$ cat src/rtl/int_ctrl_pkg.sv
// Shared types and constants for the interrupt controller.
// Latency: none (declarations only).
// Backpressure: not applicable.
package int_ctrl_pkg;

    // Controller phases: waiting, requesting the control unit, ISR running.
    typedef enum logic [1:0] {
        IDLE    = 2'd0,
        REQ     = 2'd1,
        SERVICE = 2'd2
    } state_t;

    // Upper bound on the number of sources; sizes every source index.
    localparam int MAX_SRC = 8;
    localparam int IDX_W   = $clog2(MAX_SRC);

    // Vector of source 0 in the default memory map.
    localparam logic [9:0] VEC_BASE_DEF = 10'h3F0;

endpackage

$ cat src/rtl/int_prio_enc.sv
// Fixed-priority encoder: finds the lowest set bit of vec (bit 0 wins).
// Latency: purely combinational.
// Backpressure: none; the output always follows the input.
module int_prio_enc
    import int_ctrl_pkg::*;
#(
    parameter int N = 4
) (
    input  logic [N-1:0]     vec,
    output logic             vld,
    output logic [IDX_W-1:0] idx
);

    // Scan from the top down so the lowest set bit is the last one written.
    always_comb begin
        vld = 1'b0;
        idx = '0;
        for (int i = N - 1; i >= 0; i--) begin
            if (vec[i]) begin
                vld = 1'b1;
                idx = IDX_W'(i);
            end
        end
    end

endmodule

$ cat src/rtl/int_ctrl.sv
// Interrupt controller: rising-edge capture, mask, fixed priority, single-level ISR tracking.
// Latency: int_req rises two cycles after an irq edge (edge capture, then arbitration).
// Backpressure: int_req and int_vector hold steady until int_ack or di. Macro INTC_NESTING_EN enables preemption.
module int_ctrl
    import int_ctrl_pkg::*;
#(
    parameter int                N_SRC    = 4,
    parameter int                ADDR_W   = 10,
    parameter logic [ADDR_W-1:0] VEC_BASE = ADDR_W'(VEC_BASE_DEF)
) (
    input  logic              clk,
    input  logic              reset,
    input  logic [N_SRC-1:0]  irq,
    input  logic              mask_we,
    input  logic [N_SRC-1:0]  mask_din,
    input  logic              ei,
    input  logic              di,
    input  logic              reti,
    input  logic              int_ack,
    output logic              int_req,
    output logic [ADDR_W-1:0] int_vector,
    output logic              in_service,
    output logic [N_SRC-1:0]  pending,
    output logic              ie
);

    state_t             state;
    state_t             state_nxt;
    logic [N_SRC-1:0]   irq_q;
    logic [N_SRC-1:0]   rise;
    logic [N_SRC-1:0]   pend_q;
    logic [N_SRC-1:0]   mask_q;
    logic [N_SRC-1:0]   eligible;
    logic [N_SRC-1:0]   clr;
    logic               ie_q;
    logic               ie_nxt;
    logic [IDX_W-1:0]   id_q;
    logic [IDX_W-1:0]   id_nxt;
    logic               win_vld;
    logic [IDX_W-1:0]   win_idx;

    assign rise     = irq & ~irq_q;
    assign eligible = pend_q & mask_q;
    assign pending  = pend_q;
    assign ie       = ie_q;

    int_prio_enc #(.N(N_SRC)) u_win (
        .vec (eligible),
        .vld (win_vld),
        .idx (win_idx)
    );

`ifdef INTC_NESTING_EN
    // One bit per source currently in service; depth never exceeds N_SRC,
    // which the CPU's hardware stack has to accommodate.
    logic [N_SRC-1:0]   isr_q;
    logic [N_SRC-1:0]   isr_nxt;
    logic [N_SRC-1:0]   isr_low;
    logic               isr_vld;
    logic [IDX_W-1:0]   isr_idx;

    int_prio_enc #(.N(N_SRC)) u_isr (
        .vec (isr_q),
        .vld (isr_vld),
        .idx (isr_idx)
    );

    assign isr_low    = isr_vld ? (N_SRC'(1) << isr_idx) : '0;
    assign in_service = |isr_q;
`else
    assign in_service = (state == SERVICE);
`endif

    // Next-state, request outputs, pending-clear and ie update.
    always_comb begin
        state_nxt  = state;
        id_nxt     = id_q;
        clr        = '0;
        int_req    = 1'b0;
        int_vector = VEC_BASE;
        ie_nxt     = ie_q;
        if (ei) ie_nxt = 1'b1;
        if (di) ie_nxt = 1'b0;
`ifdef INTC_NESTING_EN
        isr_nxt = isr_q;
        if (reti && isr_vld) begin
            isr_nxt = isr_q & ~isr_low;
            // Only the return that empties the in-service set re-enables.
            if ((isr_q & ~isr_low) == '0) ie_nxt = 1'b1;
        end
`endif
        case (state)
            IDLE: begin
                if (ie_q && win_vld) begin
                    id_nxt    = win_idx;
                    state_nxt = REQ;
                end
            end
            REQ: begin
                int_req    = 1'b1;
                int_vector = VEC_BASE + ADDR_W'(id_q);
                if (int_ack) begin
                    clr       = N_SRC'(1) << id_q;
                    ie_nxt    = 1'b0;
                    state_nxt = SERVICE;
`ifdef INTC_NESTING_EN
                    isr_nxt   = isr_nxt | clr;
`endif
                end else if (di) begin
`ifdef INTC_NESTING_EN
                    state_nxt = (isr_nxt == '0) ? IDLE : SERVICE;
`else
                    state_nxt = IDLE;
`endif
                end
            end
            SERVICE: begin
`ifdef INTC_NESTING_EN
                if (reti && isr_vld) begin
                    if (isr_nxt == '0) state_nxt = IDLE;
                end else if (ie_q && win_vld && (win_idx < isr_idx)) begin
                    id_nxt    = win_idx;
                    state_nxt = REQ;
                end
`else
                if (reti) begin
                    ie_nxt    = 1'b1;
                    state_nxt = IDLE;
                end
`endif
            end
            default: state_nxt = IDLE;
        endcase
    end

    // State, capture and configuration registers.
    always_ff @(posedge clk or posedge reset) begin
        if (reset) begin
            state  <= IDLE;
            irq_q  <= '0;
            pend_q <= '0;
            mask_q <= '0;
            ie_q   <= 1'b0;
            id_q   <= '0;
        end else begin
            state  <= state_nxt;
            irq_q  <= irq;
            // A rise on the ack cycle survives the clear of the same bit.
            pend_q <= (pend_q & ~clr) | rise;
            if (mask_we) mask_q <= mask_din;
            ie_q   <= ie_nxt;
            id_q   <= id_nxt;
        end
    end

`ifdef INTC_NESTING_EN
    // In-service set for nested interrupts.
    always_ff @(posedge clk or posedge reset) begin
        if (reset) isr_q <= '0;
        else       isr_q <= isr_nxt;
    end
`endif

endmodule

$ cat config.mk
export PLATFORM = sky130hd
export DESIGN_NAME = int_ctrl
export DESIGN_NICKNAME = d
export VERILOG_FILES = /design/src/rtl/int_ctrl_pkg.sv /design/src/rtl/int_prio_enc.sv /design/src/rtl/int_ctrl.sv
export SDC_FILE = /design/constraint.sdc
export NUM_CORES = 1
export LEC_CHECK = 0
export ABC_AREA = 1
export CORE_UTILIZATION = 42
export DETAILED_ROUTE_END_ITERATION = 8
export GPL_TIMING_DRIVEN = 0
export PLACE_DENSITY = 0.77
export SYNTH_ARGS = -nofsm -noshare
export SYNTH_HDL_FRONTEND = slang
export SYNTH_SLANG_ARGS = --single-unit
$ cat constraint.sdc
create_clock -name clk -period 2.15 [get_ports clk]
set_input_delay 0.43 -clock clk [delete_from_list [all_inputs] [get_ports clk]]
set_output_delay 0.43 -clock clk [all_outputs]
set_load 0.05 [all_outputs]
==> qor_table.md, run 1 <==
| Item | Value | Unit |
| --- | --- | --- |
| Worst hold path class | reg -> reg | - |
| Cell area power density | 1020 | nW/um2 |
| Antenna-violating nets left | 0 | - |
| Run status | completed | - |
| Area leader, netlist | sky130_fd_sc_hd__dfrtp_1 | - |
| Area after DPL | 1140 | um2 |
| N_diodes | 0 | - |
| Critical Path Slowest Stage Cell | sky130_fd_sc_hd__dlygate4sd2_1 | - |
| Final routed wirelength across all metal layers | 1620 | um |
| Vias in the first global route | 676 | - |
| Initial antenna violation count | 0 | - |
| Critical path peak fanout | 6 | - |
| Overall track demand over capacity in global routing | 19.1 | % |
| Share of flip-flops with an asynchronous set or reset after synthesis | 100 | % |
| Number of detailed-route iterations in the first pass | 4 | - |
| Portion of the post-synthesis area used by sequential elements | 49.6 | % |
| Die Wd | 47.2 | um |
| Final hold vios | 0 | - |
| Number of cells on the worst reg-to-reg path | 7 | - |
| Register-to-register setup slack | 750 | ps |
| Number of storage elements in the synthesis netlist | 17 | - |
| Drt via density | 4.48 | - |
| Die boundary height | 47.2 | um |
| Area share of the leading cell type in the synthesized netlist | 49.6 | % |
| CP Buf/Inv Count | 2 | - |
| Std cell rows | 15 | - |
| Critical Path RT | 1720 | ps |
| Die area | 2230 | um2 |
| Skew final | 1.33 | ps |
| Final number of max-transition violations | 0 | - |
| Number of hold-repair buffers added at the cts stage | 0 | - |
| Gate family responsible for the most delay along the worst path | buffers and inverters | - |
| Clock buffers created by TritonCTS | 3 | - |
| Syn Inst Count | 91 | - |
| Number of failing setup endpoints in the final timing report | 0 | - |
| Non-filler cells, final | 149 | - |
| Main synth FF type | sky130_fd_sc_hd__dfrtp_1 | - |
| R2R Path Start | state[1]$_DFFE_PP0P_ | - |
| Number of ports placed on the die boundary | 32 | - |
| Highest Clock Rate | 484 | MHz |
| Startpoint of the tightest hold check path | irq_q[1]$_DFF_PP0_ | - |
| H-Tree Depth | 1 | - |
| HPWL after detailed placement | 1270 | um |
| Post-Place Cells | 145 | - |
| Via count of the routed design | 667 | - |
| Fill cell total of the finished layout | 172 | - |
| Mean instance size in the synthesized netlist | 9.42 | um2 |
| Number of buffers inserted by post-CTS setup repair | 0 | - |
| Slew at the pin with the worst max-slew slack | 631 | ps |
| Finished Core Util | 64.1 | % |
| End point of the most critical hold path | pending[1]$_DFF_PP0_ | - |
| Nets | 143 | - |
| Number of flops mapped to enable cells by yosys | 0 | - |
| Setup repair after global routing missed its margin | false | - |
| Top post-synthesis cells by area | sky130_fd_sc_hd__dfrtp_1 (50%), sky130_fd_sc_hd__nand2_1 (7.4%), sky130_fd_sc_hd__buf_4 (7.0%), sky130_fd_sc_hd__inv_1 (7.0%), sky130_fd_sc_hd__mux2_2 (5.3%) | - |
| Hold Slack | 424 | ps |
| Synth unique cells | 20 | - |
| Series of cell instances along the critical path | inv_1 > ha_1 > dlygate4sd2_1 | - |
| Critical Path Sink Type | output port | - |
| Signed area change from the synthesized netlist to the final layout | 36.2 | % |
| Wire length of the first global-routing pass | 2860 | um |
| Number of instances resized during post-cts repair | 8 | - |
| I/O Buffers | 23 | - |
| Cell depth of the worst min-delay path | 1 | - |
| Data arrival, critical path | 1640 | ps |
| Warnings, synthesis | 0 | - |
| Worst VDD drop | 0.606 | mV |
| WL per Instance | 10.8 | um |
| Number of sinks handled by clock tree synthesis | 17 | - |
| Initial Utilization | 47.1 | % |
| Clock tree from TritonCTS | done | - |
| Final non-filler cell area | 1170 | um2 |
| Share of the clock period used by the worst path after layout | 96.1 | % |
| Global route overflow | 0 | - |
| Root buffer cell | sky130_fd_sc_hd__clkbuf_4 | - |
| Reg2reg end | pending[0]$_DFF_PP0_ | - |
| Number of buffers on the longest clock path | 2 | - |
| Category of the most critical setup path | reg -> out | - |
| Placer congestion estimate | 0.784 | - |
| Clock transition time at the flip-flop clock pins of the worst setup and hold paths | 100 | ps |
| Initial DRC count | 6 | - |
| Maximum number of pins on one net before global-route repair | 18 | - |
| Count of maximum capacitance violations | 0 | - |
| Clk Latency, worst-skew pair | 290 | ps |
| Core area | 1820 | um2 |
| Worst Setup Start Kind | register | - |
| Max-slew headroom at the worst pin | 57.9 | % |
| Static power due to leakage | 0.000578 | uW |
| Longest individual stage delay on the worst path | 570 | ps |
| Min Tclk post-route | 2070 | ps |
| Cell types with the highest counts after synthesis | sky130_fd_sc_hd__dfrtp_1 (17), sky130_fd_sc_hd__nand2_1 (17), sky130_fd_sc_hd__inv_1 (16) | - |
| Fraction of final layout cells with drive strength greater than 1 | 17.7 | % |
| DRC violation count after routing | 0 | - |
| Post-Syn Area | 857 | um2 |
[flip-flops by register name, summed over array words and instances (netlist names)]
signal,cells
id_q,2
ie,1
irq_q,4
mask_q,4
pending,4
state,2
[layout make-up]
cell class                      instances  area [um2]  area share [%]
Buffer                                  8        60.1            5.14
Multi-Input combinational cell         56         334            28.6
Timing Repair Buffer                   23         230            19.7
Clock buffer                            4        26.3            2.25
Tap cell                               25        31.3            2.68
Sequential cell                        17         425            36.4
Inverter                               16        60.1            5.14
[metrics by stage]
step	setup TNS, ps	worst slack (ps)	power, uW
after floorplan	0	223	861
after global placement	0	3.68	1020
after detailed placement	-0.983	-0.983	1030
after CTS	0	80.7	1190
after global routing	0	9.38	1270
final	0	84.7	1190
[worst max path at each step]
stage,startpoint,endpoint,slack (ps),cells past startpoint
6_report,state[1]$_DFFE_PP0P_,int_req,80,3
5_1_grt,state[1]$_DFFE_PP0P_,int_req,9,3
4_1_cts,state[1]$_DFFE_PP0P_,int_req,80,3
3_5_place_dp,state[1]$_DFFE_PP0P_,int_vector[1],-1,5
3_3_place_gp,state[1]$_DFFE_PP0P_,int_vector[1],4,5
2_1_floorplan,state[1]$_DFFE_PP0P_,int_vector[0],220,4
[layer usage]
metal | track usage (%) | part of all wire [%] | vias to the layer above
li1 | - | - | 339
met1 | 23.7 | 44 | 297
met2 | 33.1 | 49 | 27
met3 | 3.46 | 5.6 | 4
met4 | 6.86 | 1.7 | 0
met5 | 0 | 0 | -
[logic make-up after synthesis]
kind of cell,synth area share (%)
AOI/OAI and AO/OA,13.4
and+or+nand+nor,12.4
other,0.876
adders and majority gates,4.38
muxes,5.26
buffers and inverters,14.0
DFF,49.6
[layout by cell type, fill, tap and decap left out, drive strengths merged]
cell type	n
a21boi	1
a21oi	2
a22oi	1
a31oi	1
buf	8
clkbuf	4
clkdlybuf4s15	2
clkdlybuf4s50	19
conb	8
dfrtp	17
dlygate4sd2	2
ha	3
inv	16
mux2	4
nand2	19
nand3	3
nor2	2
o21ai	10
o31ai	2
[report_power, final]
part	total, uW	internal, uW	switching, uW
registers	440	387	52.6
clock network	170	72.1	98.0
logic	583	194	388
total	1190	654	539
Note: power is estimated with default switching activity, not from simulation.
==> inputs of run 2 (changes only) <==
==> constraint.sdc (replaced) <==
create_clock -name clk -period 2.5 [get_ports clk]
set_input_delay 0.5 -clock clk [delete_from_list [all_inputs] [get_ports clk]]
set_output_delay 0.5 -clock clk [all_outputs]
set_load 0.05 [all_outputs]
==> run 2 against run 1 <==
  * Worst hold slack unchanged
  * Via count down 0.15%
  * Final area unchanged
  * Critical path depth unchanged
  * Largest power group unchanged
  * Highest routed layer unchanged
==> qor_table.md, run 2 (synthesized netlist as in run 1, its figures left out) <==
| Item | Value | Unit | Delta |
| --- | --- | --- | --- |
| Via count of the routed design | 666 | - | -0.15% |
| Nets | 143 | - | unchanged |
| Non-filler cells, final | 149 | - | unchanged |
| Worst VDD drop | 0.522 | mV | -14% |
| Post-Place Worst Slack | 279 | ps | +280 ps |
| Final non-filler cell area | 1170 | um2 | unchanged |
| Run status | completed | - |  |
| Drt via density | 4.47 | - | -0.15% |
| Final hold vios | 0 | - | unchanged |
| WL per Instance | 10.9 | um | about the same |
| Final routed wirelength across all metal layers | 1620 | um | about the same |
| Critical Path RT | 2000 | ps | +280 ps |
| Critical Path Slowest Stage Cell | sky130_fd_sc_hd__clkdlybuf4s50_1 | - |  |
| Std cell rows | 15 | - | unchanged |
| Wire length of the first global-routing pass | 2860 | um | unchanged |
| Number of failing setup endpoints in the final timing report | 0 | - | unchanged |
| Most common cell after layout, fill and taps aside | sky130_fd_sc_hd__clkdlybuf4s50_1 | - |  |
| Number of hold-repair buffers added at the cts stage | 0 | - | unchanged |
| Antenna-violating nets left | 0 | - | unchanged |
| I/O Buffers | 23 | - | unchanged |
| N_diodes | 0 | - | unchanged |
| Global route overflow | 0 | - | unchanged |
| Signed area change from the synthesized netlist to the final layout | 36.2 | % | unchanged |
| Die boundary height | 47.2 | um | unchanged |
| Overall track demand over capacity in global routing | 19.1 | % | unchanged |
| HPWL after detailed placement | 1270 | um | unchanged |
| Die Wd | 47.2 | um | unchanged |
| Number of sinks handled by clock tree synthesis | 17 | - | unchanged |
| Worst hold path class | reg -> reg | - |  |
| Core area | 1820 | um2 | unchanged |
| Final sum of negative setup slack | 0 | ps | unchanged |
| Number of ports placed on the die boundary | 32 | - | unchanged |
| Worst Setup Start Kind | register | - |  |
| Highest Clock Rate | 433 | MHz |  |
| Static power due to leakage | 0.000593 | uW | +2.6% |
| Series of cell instances along the critical path | inv_1 > ha_1 > clkdlybuf4s50_1 | - |  |
| Initial antenna violation count | 0 | - | unchanged |
| Critical path peak fanout | 4 | - | -2 |
| Max-slew headroom at the worst pin | 57.9 | % | unchanged |
| Placer congestion estimate | 0.784 | - | unchanged |
| Number of buffers inserted by post-CTS setup repair | 0 | - | unchanged |
| Initial DRC count | 6 | - | unchanged |
| Share of the clock period used by the worst path after layout | 92.3 | % |  |
| Root buffer cell | sky130_fd_sc_hd__clkbuf_4 | - |  |
| Maximum number of pins on one net before global-route repair | 18 | - | unchanged |
| Slew at the pin with the worst max-slew slack | 631 | ps | unchanged |
| Post-Place Cells | 145 | - | unchanged |
| CP Buf/Inv Count | 2 | - | unchanged |
| Category of the most critical setup path | reg -> out | - |  |
| Skew final | 1.33 | ps | unchanged |
| Gate family responsible for the most delay along the worst path | buffers and inverters | - |  |
| Data arrival, critical path | 1810 | ps | +170 ps |
| Count of maximum capacitance violations | 0 | - | unchanged |
| Fraction of final layout cells with drive strength greater than 1 | 16.1 | % | -1.6 points |
| Die area | 2230 | um2 | unchanged |
| H-Tree Depth | 1 | - | unchanged |
| Clk Latency, worst-skew pair | 290 | ps | about the same |
| Worst Slack Setup Final | 191 | ps | +107 ps |
| Critical Path Sink Type | output port | - |  |
| Number of buffers on the longest clock path | 2 | - | unchanged |
| Clock buffers created by TritonCTS | 3 | - | unchanged |
| Cell area power density | 882 | nW/um2 | -14% |
| Setup repair after global routing missed its margin | false | - |  |
| Clock transition time at the flip-flop clock pins of the worst setup and hold paths | 100 | ps | about the same |
| Min Tclk post-route | 2310 | ps |  |
| Number of detailed-route iterations in the first pass | 4 | - | unchanged |
| Clock tree from TritonCTS | done | - |  |
| Area after DPL | 1140 | um2 | unchanged |
| DRC violation count after routing | 0 | - | unchanged |
| Longest individual stage delay on the worst path | 820 | ps | +250 ps |
| Vias in the first global route | 676 | - | unchanged |
| Initial Utilization | 47.1 | % | unchanged |
| Top library cells by usage in the layout, fill and taps aside | sky130_fd_sc_hd__clkdlybuf4s50_1 (20), sky130_fd_sc_hd__nand2_1 (17), sky130_fd_sc_hd__dfrtp_1 (17) | - |  |
| Final number of max-transition violations | 0 | - | unchanged |
## run 2: cell types whose count changed in the layout (fill, tap and decap cells not counted), sizes merged
cell	before	now
clkdlybuf4s15	2	0
clkdlybuf4s50	19	20
dlymetal6s2s	0	1
## run 2: power breakdown
group	switching (uW)	internal [uW]	total (uW)
Combinational	334	171	505
Clock	84.3	62.0	146
Sequential	45.3	333	378
Total	464	566	1030
## run 2: path summary, 6_finish.rpt
kind	cells past startpoint	from	to	slack (ps)
setup / recovery	3	state[0]$_DFFE_PP0P_	in_service	190
hold / removal	1	irq_q[1]$_DFF_PP0_	pending[1]$_DFF_PP0_	420
setup reg to reg	7	state[1]$_DFFE_PP0P_	pending[0]$_DFF_PP0_	1100
hold reg to reg	1	irq_q[1]$_DFF_PP0_	pending[1]$_DFF_PP0_	420
max in group asynchronous	2	reset	state[1]$_DFFE_PP0P_	1510
min in group asynchronous	2	reset	pending[0]$_DFF_PP0_	580
## run 2: cell type report
cell class	count	area (um2)
clock buffer	4	26.3
buffer	8	60.1
multi-input combinational	56	334
tap	25	31.3
sequential	17	425
timing repair buffer	23	230
inverter	16	60.1
fill	172	653
## run 2: what timing repair did
action                                  CTS  global route
gates cloned                              0             0
resized for setup                         2             1
endpoints found under the setup margin    2             1
## run 2: stage by stage
step / hold slack (ps) / power (uW) / utilization (%)
finish: 424 / 1030 / 64.1
global route: 459 / 1090 / 64.1
floorplan: 400 / 740 / -
detailed placement: 411 / 888 / 62.7
CTS: 425 / 1030 / 64.0
global placement: 403 / 880 / 62.7
## run 2: routing by layer
metal  global-route usage, %  share of wire (%)  vias up
met2                    33.1                 49       27
li1                        -                  -      338
met1                    23.7                 44      297
met3                    3.46                5.5        4
met5                       0                  0        -
met4                    6.86                1.7        0
